### src/rtl/calc_btn_cond.sv
// Pushbutton conditioning ahead of the calculator opcode encoder: two-flop sync,
// per-button debounce, opcode levels frozen while execute is held, and an execute strobe.

module calc_btn_db #(
  parameter int DEBOUNCE_CYCLES = 100000,
  parameter int CNT_W           = 17
) (
  input  logic clk,
  input  logic rst_n,
  input  logic sync_i,
  output logic stb_o
);
  localparam logic [CNT_W-1:0] CNT_LAST = CNT_W'(DEBOUNCE_CYCLES - 1);

  logic             stb_q, stb_d;
  logic [CNT_W-1:0] cnt_q, cnt_d;

  // Any cycle where the synchronised level agrees with the debounced one restarts the count.
  always_comb begin
    stb_d = stb_q;
    cnt_d = '0;
    if (sync_i != stb_q) begin
      if (cnt_q == CNT_LAST) stb_d = sync_i;
      else                   cnt_d = cnt_q + 1'b1;
    end
  end

  always_ff @(posedge clk or negedge rst_n) begin
    if (!rst_n) begin
      stb_q <= 1'b0;
      cnt_q <= '0;
    end else begin
      stb_q <= stb_d;
      cnt_q <= cnt_d;
    end
  end

  assign stb_o = stb_q;
endmodule

module calc_btn_cond #(
  parameter int DEBOUNCE_CYCLES = 100000,
  parameter int CNT_W           = 17
) (
  input  logic clk,
  input  logic rst_n,
  input  logic btnl_raw,
  input  logic btnc_raw,
  input  logic btnr_raw,
  input  logic btnd_raw,
  output logic btnl,
  output logic btnc,
  output logic btnr,
  output logic exec_pulse
);
  // Lane order: 0=left, 1=centre, 2=right, 3=down (execute).
  localparam int NUM_LANES = 4;
  localparam int EXEC      = 3;

  logic [NUM_LANES-1:0] raw, s1_q, s2_q, stb;
  logic [2:0]           sel_q, sel_d;
  logic                 exec_dly_q, pulse_q, pulse_d;

  assign raw = {btnd_raw, btnr_raw, btnc_raw, btnl_raw};

  always_ff @(posedge clk or negedge rst_n) begin
    if (!rst_n) begin
      s1_q <= '0;
      s2_q <= '0;
    end else begin
      s1_q <= raw;
      s2_q <= s1_q;
    end
  end

  for (genvar g = 0; g < NUM_LANES; g++) begin : g_lane
    calc_btn_db #(
      .DEBOUNCE_CYCLES(DEBOUNCE_CYCLES),
      .CNT_W          (CNT_W)
    ) u_db (
      .clk   (clk),
      .rst_n (rst_n),
      .sync_i(s2_q[g]),
      .stb_o (stb[g])
    );
  end

  // Opcode levels track only while execute is released, so the strobe always
  // sees a stable opcode; presses made during execute surface after release.
  always_comb begin
    sel_d   = stb[EXEC] ? sel_q : stb[2:0];
    pulse_d = stb[EXEC] & ~exec_dly_q;
  end

  always_ff @(posedge clk or negedge rst_n) begin
    if (!rst_n) begin
      sel_q      <= '0;
      exec_dly_q <= 1'b0;
      pulse_q    <= 1'b0;
    end else begin
      sel_q      <= sel_d;
      exec_dly_q <= stb[EXEC];
      pulse_q    <= pulse_d;
    end
  end

  assign btnl       = sel_q[0];
  assign btnc       = sel_q[1];
  assign btnr       = sel_q[2];
  assign exec_pulse = pulse_q;
endmodule
### config.mk
export PLATFORM = sky130hd
export DESIGN_NAME = calc_btn_cond
export DESIGN_NICKNAME = d
export VERILOG_FILES = /design/src/rtl/calc_btn_cond.sv
export SDC_FILE = /design/constraint.sdc
export NUM_CORES = 1
export LEC_CHECK = 0
export BUFFER_PORTS_ARGS = -buffer_cell sky130_fd_sc_hd__buf_4
export CAP_MARGIN = 40
export CORE_ASPECT_RATIO = 1.1
export CORE_MARGIN = 4
export CORE_UTILIZATION = 35
export CTS_CLUSTER_SIZE = 16
export DETAILED_ROUTE_END_ITERATION = 10
export HOLD_SLACK_MARGIN = 0.12
export SYNTH_ARGS = -nofsm -noshare
export SYNTH_HDL_FRONTEND = slang
export SYNTH_SLANG_ARGS = --single-unit
### constraint.sdc
create_clock -name clk -period 4.5 [get_ports clk]
set_input_delay 0.45 -clock clk [delete_from_list [all_inputs] [get_ports clk]]
set_output_delay 0.45 -clock clk [all_outputs]
set_load 0.03 [all_outputs]
# Word level (Yosys, flattened, before mapping)
# Cells that the tools add are included.
[totals]
in_bits = 6
reg_bits = 85
output_inout_bits = 4
elab_cells = 39
[classes]
bitwise_logic = 2
n_eq_ne = 8
add_sub_neg = 4
n_mux = 8
reduce_logical = 4
[op_table]
columns = ["op", "n"]
rows = [
  ["$mux 17", 8],
  ["$add 17x1->17 const B", 4],
  ["$eq 17x17->1 const B", 4],
  ["$reduce_and 2->1", 4],
  ["$ne 1x1->1", 4],
  ["$and 1x1->1", 1],
  ["$not 1->1", 1],
]

# Logic depth before layout (Yosys ltp)
# Gate-level depths: netlist (run 1).
[logic_depth]
ltp_word = 3
ltp_mapped = 7
mapped_depth_nobuf = 5

# By module
# A second synthesis (run 1) with hierarchy kept.
[unflattened]
hier_cells = 365
hier_area_um2 = 3913.8
[modules_own_cells]
columns = ["mod", "area_per_inst_um2", "instances", "cells_per_inst", "seq_area_each_um2"]
rows = [
  ["calc_btn_db", 887.1, 4, 87, 450.4],
  ["calc_btn_cond", 365.4, 1, 17, 325.3],
]

# Worst setup path after synthesis (run 1)
# No wires, ideal clock.
[synth_path]
kind = "register -> register"
start = "register g_lane[3].u_db.cnt_q[0]"
end = "register g_lane[3].u_db.cnt_q[16]"
setup_ps = 78
period_less_slack_ps = 1666
slack_ps = 2834
path_stages_with_launch = 7
required_ps = 4422
arrival_time_ps = 1588
path_buffers = 1
cell_sequence = "dfrtp_1 ha_1 and4_1 clkbuf_1 nand2_1 or4_1 a21oi_1"
[synth_between]
elab_chain_cells = 3
word_cells_on_any_way = 4
classes_between = "1 x add/sub; 1 x eq/ne; 2 x mux"
[synth_rtl]
columns = ["element", "line_no", "source"]
rows = [
  ["from (decl)", "16", "logic [CNT_W-1:0] cnt_q, cnt_d;"],
  ["from (signal assigned)", "34", "cnt_q <= cnt_d;"],
  ["$add 17x1->17 or $eq 17x17->1 (tied branches)", "24, 23", ""],
  ["$mux 17 (*)", "23", "if (cnt_q == CNT_LAST) stb_d = sync_i;"],
  ["$mux 17 (*)", "22", "if (sync_i != stb_q) begin"],
  ["named net g_lane[3].u_db.cnt_d[16]", "16", ""],
]
# The timed path passes the listed nets; every way through them passes the cells marked *.
# A chain may end at the register's enable or synchronous reset.

# Worst setup path in the final report (run 1)
[layout_path]
start = "register g_lane[0].u_db.cnt_q[0]"
end = "register g_lane[0].u_db.cnt_q[15]"
[layout_between]
elab_chain_cells = 3
word_cells_on_any_way = 4
classes_between = "1 x add/sub; 1 x eq/ne; 2 x mux"
[layout_rtl]
columns = ["element", "line_no"]
rows = [
  ["from (decl)", "16"],
  ["from (signal assigned)", "34"],
  ["$add 17x1->17 or $eq 17x17->1 (tied branches)", "24, 23"],
  ["$mux 17 (*)", "23"],
  ["$mux 17 (*)", "22"],
  ["named net g_lane[0].u_db.cnt_d[15]", "16"],
]
# Marked as above.

==> results.yml, run 1 <==
layout:
  nNetsFinal: 400
  final_cell_mix: "dfrtp_1 (85), nor2_1 (69), xnor2_1 (38)"
  layout-area-overhead-vs-synth_pct: 13.82
  final_common_cell: "dfrtp_1"
  insertedDiodeCount: 0
  drive_gt1_share_pct: 9.367
  final-instance-count-excl-fill: 542
grt:
  globalRoute.totalOverflow: 0
  groute.usage.overall_pct: 11.60
  first_global_vias: 2745
  grt_pass1_wl_mm: 12.34
  antenna_violations_before_repair: 0
  grt_max_degree: 45
worst_setup_path:
  signal_arrival_time_at_the_worst_endpoint_ns: 2.12
  slowest_delay_ns: 0.45
  path_cells: "ha_1 -> and4_1 -> nand3_1 -> o21ai_1 -> buf_4 -> nor2_1"
  worstSetupEndpointType: "flip-flop"
  worst_path_max_delay_cell: "o21ai_1"
  critical_path_class: "reg -> reg"
  cp-start-kind: "flip-flop"
  critical_path_required_ns: 4.72
  worstPathMaxFanout: 9
logic_synthesis:
  ys_ff_latch: 85
  syn-mean-instance-area_um2: 10.46
  synth_edf_count: 0
  synth_warnings: 0
  synthesis.instances: 375
  ys_types: 30
  post_synth_instance_area_um2: 3921
  ys_seq_area_share_pct: 54.24
  synth_nets: 385
  postSynth.topFlopCell: "dfrtp_1"
  synth-async-reset-ratio_pct: 100.0
timing:
  setup_repair_after_global_routing_missed_its_margin: "false"
  fin_tns_setup_ns: 0
  final_period_minus_worst_setup_slack_ns: 1.900
  final.period_utilization_pct: 42.21
  worst_slew_pin_slew_ns: 0.5797
  finalMaxSlewViolations: 0
  setup_violations: 0
  timing.final.hold_violations: 0
  slew-limit-headroom_pct: 61.35
  setup_slack_ns: 2.600
  max_freq_mhz: 526.4
  skew_ns: 0.004012
routing:
  totalWireLength_mm: 6.841
  avgViaCountPerCell: 5.037
  postRouteAntennaNets: 0
  drt_first_pass_iters: 4
  detail_route.drc_violations: 0
  via_count: 2730
  initialDrtViolationCount: 105
  routedWlPerCell_um: 12.62
run_status:
  status: "completed"
run:
  drv.max_cap_violation_count: 0
die:
  die_area_um2: 12960
  starting_density_pct: 35.78
  fp.dieW_um: 108.9
  boundaryPins: 10
  die_height_um: 119.0
  std_cell_rows: 40
  coreArea_um2: 10960
placement:
  place.detailed.hpwl_mm: 4.599
  placed_cells_incl_taps: 525
  gp_routability_congestion: 0.7614
  place_worst_setup_slack_ns: 2.592
  port_buffers: 9
clock_tree:
  numCtsBuffers: 9
  cts_setup_buffers: 0
  path_clk_slew_ns: 0.06
  cts_tree: "done"
  cts_buffer_depth: 2
  numClockSinks: 85
  clockRootBuffer: "clkbuf_16"
  clkLatencyLatePin_ns: 0.33
  cts_max_level: 3
pwr:
  netSwitchingPower_w: 0.0003349
  comb_power_share_pct: 3.0
  share_seq_of_total_power_pct: 50.2
  peakVddDrop_v: 0.0002184
  pwr_cell_area_nw_per_um2: 352.2
  power_frac_clock_pct: 46.8
  p_sw_share_pct: 21.31
  intPower_w: 0.001237
  power.leakage_nw: 1.793
hold_path:
  worst_hold_path_type: "in -> reg"
-- cell families (layout without fill, tap and decap cells) --
logic type / after synthesis / count (layout) / synth area share [%]
buffers and inverters: 15 / 35 / 1.627
muxes: 7 / 7 / 2.010
and+or+nand+nor: 196 / 196 / 26.13
adders and majority gates: 4 / 4 / 1.276
xor gates and xnor gates: 61 / 61 / 13.62
DFF: 85 / 85 / 54.24
AOI/OAI and AO/OA: 7 / 7 / 1.085
-- state kept, by name, summed over array words and instances (netlist names) --
register	flops
s2_q	4
g_lane.u_db.stb_o	4
g_lane.u_db.cnt_q	68
exec_dly_q	1
s1_q	4
exec_pulse	1
sel_q	3
-- cell type report --
cell class	count	area [um^2]
clock buffers	11	242.7
multi-input cells	275	1730
clock inverters	5	60.06
well taps	147	183.9
fillers	1026	6497
flip-flops and latches	85	2127
repair buffers	12	92.59
inverters	7	26.28
-- worst paths after layout --
path,slack (ns),cells past startpoint,end,start
min in group asynchronous,0.64,2,g_lane[0].u_db.cnt_q[14]$_DFF_PN0_,rst_n
worst max register to register,2.60,6,g_lane[0].u_db.cnt_q[15]$_DFF_PN0_,g_lane[0].u_db.cnt_q[0]$_DFF_PN0_
worst min register to register,0.35,0,s2_q[1]$_DFF_PN0_,s1_q[1]$_DFF_PN0_
max in group asynchronous,2.94,3,s1_q[2]$_DFF_PN0_,rst_n
worst max-delay path,2.60,6,g_lane[0].u_db.cnt_q[15]$_DFF_PN0_,g_lane[0].u_db.cnt_q[0]$_DFF_PN0_
worst min-delay path,0.22,1,s1_q[3]$_DFF_PN0_,btnd_raw
-- worst max-delay path, delay by kind of cell, from the launching register on --
kind / cells / cell delay [ns]
AOI/OAI and AO/OA: 1 / 0.45
and+or+nand+nor: 3 / 0.43
DFF: 1 / 0.41
buffers and inverters: 1 / 0.26
adders and majority gates: 1 / 0.24
-- synthesized netlist by cell type, types with 7 or more instances --
cell type / number / area, um^2
nor2_1: 69 / 259.0
nand3_1: 22 / 110.1
inv_1: 7 / 26.28
nand4_1: 26 / 162.7
nor4_1: 14 / 87.58
mux2_2: 7 / 78.83
dfrtp_1: 85 / 2127
nor3_1: 14 / 70.07
xor2_1: 23 / 201.4
xnor2_1: 38 / 332.8
nand2_1: 20 / 75.07
-- routing by layer --
| layer | global-route usage [%] | routed length (um) | vias to the layer above |
|---|---|---|---|
| met2 | 17.90 | 3145 | 30 |
| met4 | 4.578 | 131 | 0 |
| met1 | 15.85 | 3400 | 1340 |
| met3 | 2.439 | 162 | 12 |
| li1 | - | - | 1348 |
| met5 | 0 | 0 | - |
-- power by group through the flow --
stage	Sequential, W	Combinational, W	Clock, W
floorplan	0.000799	0.0000255	0
global placement	0.000802	0.0000460	0
detailed placement	0.000803	0.0000479	0
CTS	0.000789	0.0000489	0.000759
global route	0.000790	0.0000559	0.000797
finish	0.000789	0.0000468	0.000736
-- stage by stage --
| stage | utilization, % | cell area [um^2] | hold WS [ns] | total power (W) |
|---|---|---|---|---|
| 2_1_floorplan | - | 3921 | 0.1544 | 0.0008242 |
| 3_3_place_gp | 37.80 | 4143 | 0.3344 | 0.0008481 |
| 3_5_place_dp | 37.87 | 4150 | 0.3365 | 0.0008509 |
| 4_1_cts | 40.72 | 4463 | 0.2074 | 0.001596 |
| 5_1_grt | 40.72 | 4463 | 0.2042 | 0.001644 |
| 6_report | 40.72 | 4463 | 0.2217 | 0.001572 |
-- repair_timing --
| item | CTS | global route |
|---|---|---|
| resized for setup | 0 | 0 |
| hold buffers | 1 | 0 |
| endpoints found under the hold margin | 28 | 0 |
(Power assumes the default switching activity.)
==> inputs of run 2 (changes only) <==
==> constraint.sdc (replaced) <==
create_clock -name clk -period 1.87 [get_ports clk]
set_input_delay 0.187 -clock clk [delete_from_list [all_inputs] [get_ports clk]]
set_output_delay 0.187 -clock clk [all_outputs]
set_load 0.03 [all_outputs]
==> results.yml, run 2 (same netlist as run 1, synthesis figures left out) <==
worst_setup_path:
  cp-start-kind: "flip-flop"
  slowest_delay_ns: 0.51
  worstPathMaxFanout: 7
  worstSetupEndpointType: "flip-flop"
  signal_arrival_time_at_the_worst_endpoint_ns: 1.99
  worst_path_max_delay_cell: "or4_1"
  critical_path_class: "reg -> reg"
  critical_path_required_ns: 2.13
  path_cells: "nand3_2 -> or3_1 -> or4_1 -> a21oi_1"
layout:
  nNetsFinal: 410
  max_ffs_per_register: 68
  final_cell_mix: "dfrtp_1 (85), nor2_1 (69), xnor2_1 (38)"
  drive_gt1_share_pct: 10.15
  top_register: "g_lane.u_db.cnt_q"
  layout-area-overhead-vs-synth_pct: 15.79
  share_of_the_core_filled_with_cells_pct: 41.43
  insertedDiodeCount: 0
  layout.cell_area.non_filler_um2: 4541
  n_fill_cell: 1032
  final_common_cell: "dfrtp_1"
timing:
  fin_tns_setup_ns: 0
  timing.final.hold_violations: 0
  max_freq_mhz: 578.6
  setup_violations: 0
  skew_ns: 0.006298
  setup_repair_after_global_routing_missed_its_margin: "false"
  worst_slew_pin_slew_ns: 0.3311
  slew-limit-headroom_pct: 77.72
  finalMaxSlewViolations: 0
  final.period_utilization_pct: 92.42
  final_period_minus_worst_setup_slack_ns: 1.728
die:
  fp.dieW_um: 108.9
  die_area_um2: 12960
  die_height_um: 119.0
  std_cell_rows: 40
  boundaryPins: 10
  coreArea_um2: 10960
  starting_density_pct: 35.78
run:
  drv.max_cap_violation_count: 0
clock_tree:
  numCtsBuffers: 9
  clockRootBuffer: "clkbuf_16"
  numClockSinks: 85
  cts_tree: "done"
  cts_max_level: 3
  clkLatencyLatePin_ns: 0.34
  cts_setup_buffers: 0
  cts_buffer_depth: 2
  path_clk_slew_ns: 0.06
placement:
  port_buffers: 9
  placed_area_um2: 4208
  gp_routability_congestion: 0.8171
  place.detailed.hpwl_mm: 4.862
routing:
  drt_first_pass_iters: 4
  totalWireLength_mm: 7.142
  detail_route.drc_violations: 0
  postRouteAntennaNets: 0
  routedWlPerCell_um: 12.96
  avgViaCountPerCell: 4.933
  via_count: 2718
  initialDrtViolationCount: 92
pwr:
  power_w: 0.003753
  pwr_cell_area_nw_per_um2: 826.5
  power.leakage_nw: 1.829
  peakVddDrop_v: 0.0005216
grt:
  first_global_vias: 2721
  grt_max_degree: 46
  antenna_violations_before_repair: 0
  globalRoute.totalOverflow: 0
  grt_pass1_wl_mm: 12.67
  groute.usage.overall_pct: 12.21
run_status:
  status: "completed"
hold_path:
  worst_hold_path_type: "in -> async"
-- run 2: changes by cell type in the layout (fill, tap and decap cells not counted) --
cell           previous run  this run
buf_12                    0         1
clkbuf_1                  1         2
dlygate4sd3_1             1         5
clkinv_4                  2         0
buf_4                    11        16
clkbuf_8                  1         0
clkinvlp_4                1         2
-- run 2: stage by stage --
step                hold WS, ns  cells  setup slack, ns
finish                   0.2848    551           0.1417
global route             0.3242    551          0.01449
CTS                      0.2953    551           0.1420
detailed placement       0.1070    531           0.1449
global placement         0.1013    531           0.1970
floorplan               -0.1086    375           0.2042
-- run 2: final cells by class --
type	count	area [um^2]	area share (%)
Clock inverter	4	50.05	1.102
Multi-Input combinational cell	275	1730	38.11
Tap cell	147	183.9	4.051
Inverter	7	26.28	0.5787
Timing Repair Buffer	22	190.2	4.188
Clock buffer	11	232.7	5.125
Sequential cell	85	2127	46.84
-- run 2: report_power, final --
| group | total [W] | internal [W] | switching (W) | leakage (nW) |
|---|---|---|---|---|
| registers | 0.00190 | 0.00187 | 0.0000298 | 1.16 |
| clock network | 0.00172 | 0.00103 | 0.000695 | 0.132 |
| logic | 0.000133 | 0.0000507 | 0.0000824 | 0.538 |
| total | 0.00375 | 0.00295 | 0.000808 | 1.83 |
-- run 2: routing by layer --
metal | share of wire, % | track usage [%]
met1 | 48 | 16.27
met2 | 46 | 18.55
met3 | 3.0 | 2.493
met4 | 2.6 | 6.472
met5 | 0 | 0
-- run 2: critical path: cells and delay by family, from the launching register on --
| kind | cells | cell delay, ns |
|---|---|---|
| AND/OR/NAND/NOR | 3 | 1.03 |
| AO/OA/AOI/OAI | 1 | 0.15 |
| flip-flops | 1 | 0.47 |
-- run 2: final timing paths --
kind	start	to	slack, ns	depth (start not counted)
min in group clk	s1_q[0]$_DFF_PN0_	s2_q[0]$_DFF_PN0_	0.35	0
hold / removal	rst_n	g_lane[0].u_db.cnt_q[14]$_DFF_PN0_	0.28	2
max in group asynchronous	rst_n	sel_q[2]$_DFFE_PN0N_	1.04	3
hold reg to reg	s1_q[0]$_DFF_PN0_	s2_q[0]$_DFF_PN0_	0.35	0
setup reg to reg	g_lane[1].u_db.cnt_q[2]$_DFF_PN0_	g_lane[1].u_db.cnt_q[15]$_DFF_PN0_	0.14	4
setup / recovery	g_lane[1].u_db.cnt_q[2]$_DFF_PN0_	g_lane[1].u_db.cnt_q[15]$_DFF_PN0_	0.14	4
-- run 2: repair_timing --
action	CTS	global route
hold endpoints to repair	80	0
gates resized for setup	0	0
endpoints found under the setup margin	0	0
hold buffers	5	0
